## src/rtl/note_sequencer.sv

```systemverilog
// Song-memory note sequencer: plays {freq,len} entries as timed tones and passes live_freq through when idle.
// Optional macro SEQ_GAP_EN adds a silent articulation gap of TICK_CYCLES/8 (min 1) cycles after every played note.
module note_sequencer #(
   parameter  int NOTE_W      = 32,
   parameter  int DEPTH       = 64,
   parameter  int LEN_W       = 3,
   parameter  int TICK_CYCLES = 10000000,
   localparam int ADDR_W      = $clog2(DEPTH)
) (
   input  logic              FPGA_CLK1_50,
   input  logic              reset_n,
   input  logic              wr_en,
   input  logic [ADDR_W-1:0] wr_addr,
   input  logic [NOTE_W-1:0] wr_freq,
   input  logic [LEN_W-1:0]  wr_len,
   input  logic [ADDR_W:0]   song_len,
   input  logic              start,
   input  logic              stop,
   input  logic              loop,
   input  logic [NOTE_W-1:0] live_freq,
   output logic [NOTE_W-1:0] desiredFrequency,
   output logic              busy,
   output logic              done,
   output logic [ADDR_W-1:0] note_idx,
   output logic [1:0]        fsm_state
);

   // start/stop are single-cycle requests with no ready: start is acted on only in IDLE,
   // stop is acted on in every state and always wins over start.
   typedef enum logic [1:0] {
      S_IDLE  = 2'd0,
      S_FETCH = 2'd1,
      S_PLAY  = 2'd2
`ifdef SEQ_GAP_EN
      , S_GAP = 2'd3
`endif
   } state_t;

   // Counter must hold the longest note, (2^LEN_W-1)*TICK_CYCLES cycles.
   localparam longint unsigned MAX_CYCLES = ((64'd1 << LEN_W) - 64'd1) * 64'(TICK_CYCLES);
   localparam int CNT_W = $clog2(MAX_CYCLES + 64'd1);
`ifdef SEQ_GAP_EN
   localparam int GAP_RAW    = TICK_CYCLES / 8;
   localparam int GAP_CYCLES = (GAP_RAW < 1) ? 1 : GAP_RAW;
`endif

   state_t                  state, state_nx;
   logic [NOTE_W+LEN_W-1:0] mem [DEPTH];
   logic [CNT_W-1:0]        counter, counter_nx;
   logic [ADDR_W:0]         latched_len, latched_len_nx;
   logic [ADDR_W-1:0]       note_idx_nx;
   logic [NOTE_W-1:0]       freq_nx;
   logic                    done_nx;
   logic [NOTE_W-1:0]       entry_freq;
   logic [LEN_W-1:0]        entry_len;
   logic                    is_last, cnt_zero, entry_end, finish;

   assign entry_freq = mem[note_idx][NOTE_W+LEN_W-1:LEN_W];
   assign entry_len  = mem[note_idx][LEN_W-1:0];
   assign is_last    = ({1'b0, note_idx} + (ADDR_W+1)'(1)) >= latched_len;
   assign cnt_zero   = (counter == '0);
   assign finish     = entry_end && is_last && !loop;
   assign fsm_state  = state;

   // Song memory has no reset; it is only writable while idle.
   always_ff @(posedge FPGA_CLK1_50) begin
      if (wr_en && state == S_IDLE) begin
         mem[wr_addr] <= {wr_freq, wr_len};
      end
   end

   // An entry is finished when a zero-length entry is fetched or its last timed cycle elapses.
   always_comb begin
      entry_end = 1'b0;
      case (state)
         S_FETCH: entry_end = (entry_len == '0);
`ifdef SEQ_GAP_EN
         S_GAP:   entry_end = cnt_zero;
`else
         S_PLAY:  entry_end = cnt_zero;
`endif
         default: entry_end = 1'b0;
      endcase
   end

   always_ff @(posedge FPGA_CLK1_50 or negedge reset_n) begin
      if (!reset_n) begin
         state            <= S_IDLE;
         counter          <= '0;
         latched_len      <= '0;
         note_idx         <= '0;
         desiredFrequency <= '0;
         busy             <= 1'b0;
         done             <= 1'b0;
      end else begin
         state            <= state_nx;
         counter          <= counter_nx;
         latched_len      <= latched_len_nx;
         note_idx         <= note_idx_nx;
         desiredFrequency <= freq_nx;
         busy             <= (state_nx != S_IDLE);
         done             <= done_nx;
      end
   end

   always_comb begin
      state_nx = state;
      case (state)
         S_IDLE: begin
            if (start && song_len != '0) state_nx = S_FETCH;
         end
         S_FETCH: begin
            if (entry_len != '0) state_nx = S_PLAY;
         end
         S_PLAY: begin
`ifdef SEQ_GAP_EN
            if (cnt_zero) state_nx = S_GAP;
`endif
         end
         default: state_nx = state;
      endcase
      if (entry_end) state_nx = finish ? S_IDLE : S_FETCH;
      if (stop) state_nx = S_IDLE;
   end

   always_comb begin
      counter_nx     = counter;
      latched_len_nx = latched_len;
      note_idx_nx    = note_idx;
      freq_nx        = '0;
      done_nx        = 1'b0;
      case (state)
         S_IDLE: begin
            freq_nx = live_freq;
            if (start) begin
               if (song_len != '0) begin
                  latched_len_nx = song_len;
                  note_idx_nx    = '0;
                  freq_nx        = '0;
               end else begin
                  done_nx = 1'b1;
               end
            end
         end
         S_FETCH: begin
            if (entry_len != '0) begin
               counter_nx = CNT_W'(entry_len) * CNT_W'(TICK_CYCLES) - CNT_W'(1);
               freq_nx    = entry_freq;
            end
         end
         S_PLAY: begin
            freq_nx = desiredFrequency;
            if (!cnt_zero) begin
               counter_nx = counter - CNT_W'(1);
            end else begin
               freq_nx = '0;
`ifdef SEQ_GAP_EN
               counter_nx = CNT_W'(GAP_CYCLES - 1);
`endif
            end
         end
`ifdef SEQ_GAP_EN
         S_GAP: begin
            if (!cnt_zero) counter_nx = counter - CNT_W'(1);
         end
`endif
         default: freq_nx = '0;
      endcase
      if (entry_end) begin
         if (!is_last) begin
            note_idx_nx = note_idx + ADDR_W'(1);
         end else if (loop) begin
            note_idx_nx = '0;
         end else begin
            done_nx = 1'b1;
         end
      end
      if (stop) begin
         counter_nx     = counter;
         latched_len_nx = latched_len;
         note_idx_nx    = note_idx;
         freq_nx        = live_freq;
         done_nx        = 1'b0;
      end
   end

endmodule

```

## config.mk

```make
export PLATFORM = sky130hd
export DESIGN_NAME = note_sequencer
export DESIGN_NICKNAME = d
export VERILOG_FILES = /design/src/rtl/note_sequencer.sv
export SDC_FILE = /design/constraint.sdc
export NUM_CORES = 2
export LEC_CHECK = 0
export BUFFER_PORTS_ARGS = -buffer_cell sky130_fd_sc_hd__buf_2
export CAP_MARGIN = 20
export CORE_MARGIN = 5
export CORE_UTILIZATION = 46
export DETAILED_ROUTE_END_ITERATION = 12
export MAX_ROUTING_LAYER = met4
export PLACE_DENSITY_LB_ADDON = 0.3
export SYNTH_ARGS = -nofsm -noshare
export SYNTH_HDL_FRONTEND = slang
export SYNTH_SLANG_ARGS = --single-unit
```

## constraint.sdc

```tcl
create_clock -name FPGA_CLK1_50 -period 7.8 [get_ports FPGA_CLK1_50]
set_input_delay 0.78 -clock FPGA_CLK1_50 [delete_from_list [all_inputs] [get_ports FPGA_CLK1_50]]
set_output_delay 0.78 -clock FPGA_CLK1_50 [all_outputs]
set_load 0.02 [all_outputs]
```

==> results.sh <==
export IMPL_crit_chain="buf_4 -> mux4_2 -> mux2i_1 -> a221oi_1 -> a22oi_2 -> inv_1 -> ha_1 -> ha_1 -> fa_1 -> a22o_1 -> a21o_1 -> and3_1 -> or4b_1 -> or4_1 -> xnor2_1 -> o32ai_1 -> a21oi_1"
export IMPL_nNetsFinal=4236
export IMPL_synthArstFlopShare=0.0328
export IMPL_drt_vias_per_instance=6.26
export IMPL_grt_max_degree=142
export IMPL_status="complete, no violations"
export IMPL_place_ws_ps=1580
export IMPL_numCtsBuffers=226
export IMPL_grt_pass1_wl_mm=343
export IMPL_grt_overflow=0
export IMPL_final_cell_mix="2,240 x edfxtp_1, 718 x mux4_2, 229 x clkbuf_16, 126 x buf_2, 101 x buf_4"
export IMPL_setup_viol=0
export IMPL_cp_data_required_time_ps=8490
export IMPL_rows=162
export IMPL_leakagePower_nw=31.0
export IMPL_avgSynthCellArea_um2=23.3
export IMPL_first_global_vias=43100
export IMPL_ys_types=69
export IMPL_dpl_cell_area_um2=94500
export IMPL_worst_slew_pin_slew_ps=1190
export IMPL_gp_congestion=0.836
export IMPL_cp_max_fo=56
export IMPL_finalMaxSlewViolations=0
export IMPL_die_x_um=452
export IMPL_crit_path_top_delay_cell="dfrtp_4"
export IMPL_dieArea_um2=204000
export IMPL_hold_viol_final=0
export IMPL_synthFlopType="edfxtp_1"
export IMPL_hp_class="input pin to flop"
export IMPL_yosysSeqAreaShare=0.769
export IMPL_fin_crit_sh=0.792
export IMPL_fin_crit_ps=6180
export IMPL_cp_end_kind="flop"
export IMPL_postLayoutCoreUtil=0.522
export IMPL_clk_latency_ps=870
export IMPL_cts_tree="done"
export IMPL_antenna_found_initial=25
export IMPL_wirelength_mm=245
export IMPL_wl_per_cell_um=35.2
export IMPL_internal_power_w=0.0202
export IMPL_swShare=0.216
export IMPL_layout_setup_ws_ps=1620
export IMPL_synth_edff_count=2240
export IMPL_hold_worst_slack_ps=164
export IMPL_ys_warn_count=0
export IMPL_crit_arrival_ps=6870
export IMPL_coreArea_um2=195000
export IMPL_powerDensity_nw_per_um2=254
export IMPL_peakVddDrop_uv=264
export IMPL_rsz0062_at_grt="no"
export IMPL_synth_fp_nets=3967
export IMPL_setup_tns_ps=0
export IMPL_critical_path_top_delay_family="compound AO/OA/AOI/OAI gates"
export IMPL_worstSetupPathType="flop to flop"
export IMPL_worstSetupStartpointType="flop"
export IMPL_die_h_um=452
export IMPL_vias=43600
export IMPL_initial_utilization=0.462
export IMPL_drv_cap=0
export IMPL_seqPwrFrac=0.540
export IMPL_num_io_pins=128
export IMPL_drt_drc_violations_left=0
export IMPL_drt_iter0_drc=6255
export IMPL_path_clk_slew_ps=60
export IMPL_grt_use_total=0.247
export IMPL_drt_first_pass_iters=6
export IMPL_area_growth_pct=13.1
export IMPL_cts_sinks=2316
export IMPL_max_freq_mhz=162
export IMPL_clockPowerShare=0.411
export IMPL_pwr_share_comb=0.050
export IMPL_stdcell_area_um2=102000
export IMPL_cts_max_path_buffers=3
export IMPL_slew_headroom=0.203
export IMPL_dp_hpwl_mm=134
export IMPL_syn_area_um2=89900
export IMPL_final_common_cell="edfxtp_1"
export IMPL_synth_cells=3857
export IMPL_yosys_register_bits=2316
export IMPL_clock_skew_ps=38.2
export IMPL_critPathMostFrequentCell="ha_1"
export IMPL_cts_root_buf="clkbuf_16"
export IMPL_rrSetupSlack_ps=1620
export IMPL_port_buffer_count=127
export IMPL_drive_gt1_frac=0.318
export IMPL_cts_resized_gates=0
export IMPL_cts_htree_levels=4
export IMPL_ant_nets=0
export IMPL_path_buf_inv=2
export IMPL_cpPeakStageDelay_ps=1020
export IMPL_switchingPower_w=0.00558
[power by group through the flow]
stage	Combinational (W)	Clock, W	Sequential [W]
finish	0.00128	0.0106	0.0139
global route	0.00138	0.0113	0.0140
CTS	0.00129	0.0107	0.0139
detailed placement	0.00129	0	0.0142
global placement	0.00126	0	0.0142
floorplan	0.000759	0	0.0142
[through the flow]
step | instances | total power [W]
final | 6960 | 0.0258
after global routing | 6958 | 0.0266
after CTS | 6940 | 0.0260
after detailed placement | 6518 | 0.0155
after global placement | 6511 | 0.0155
after floorplan | 3857 | 0.0150
[cells in the mapped netlist, types with 9 or more instances]
cell      count  area, µm²
inv_1        23       86.3
o21ai_0      32        160
nor3_1       26        130
buf_1        26       97.6
o22ai_1       9       56.3
a21oi_1      88        440
edfxtp_1   2240      67300
mux2_2       10        113
nor4_1        9       56.3
nand3_1      19       95.1
mux4_2      718      16200
buf_2        60        300
xnor2_1      13        114
a31oi_1       9       56.3
nor2_1      127        477
nand2_1      54        203
or3_1        13       81.3
ha_1         23        288
mux2i_1      14        140
nor2b_1      35        219
clkbuf_1    102        383
dfrtp_1      76       1900
a21o_1        9       67.6
xor2_1       10       87.6
[logic make-up (layout without fill, tap and decap cells)]
kind of cell               after synthesis  count (layout)  share of synthesized area
AOI/OAI and AO/OA                      197             197                     0.0134
DFF                                   2316            2316                      0.769
buffers and inverters                  228             690                     0.0115
other                                    0              17                          0
muxes                                  742             742                      0.183
and+or+nand+nor                        327             327                     0.0177
adders and majority gates               24              24                    0.00342
xor gates and xnor gates                23              23                    0.00224
[registers in the layout (all words and copies together) (netlist names)]
signal	flops
busy	1
counter	27
desiredFrequency	32
done	1
fsm_state	2
latched_len	7
mem	2240
note_idx	6
[area by class of cell]
cell class / instances / area (µm²)
clock inverter: 143 / 1270
fill: 14800 / 93000
tap: 2624 / 3280
timing repair buffer: 243 / 1730
clock buffer: 278 / 5910
sequential: 2316 / 69200
antenna: 17 / 42.5
multi-input combinational: 1313 / 20200
inverter: 26 / 106
[timing repair]
action | 4_1_cts | 5_1_grt
hold buffers | 1 | 0
endpoints found under the hold margin | 8 | 0
setup buffers | 0 | 0
[worst paths after layout]
| check | cells after the start | start | end |
|---|---|---|---|
| worst max-delay path | 17 | note_idx[1] | counter[22] |
| worst max register to register | 17 | note_idx[1] | counter[22] |
| worst min-delay path | 2 | song_len[1] | latched_len[1] |
| worst min register to register | 1 | latched_len[2] | latched_len[2] |
| min in group asynchronous | 2 | reset_n | desiredFrequency[16] |
| max in group asynchronous | 3 | reset_n | note_idx[1] |
[routing by layer]
metal  global-route usage  share of wire
met1                0.339           0.38
met2                0.385           0.49
met3               0.0479          0.097
met4               0.0687          0.027
met5                    -              0
(Power assumes the default switching activity.)
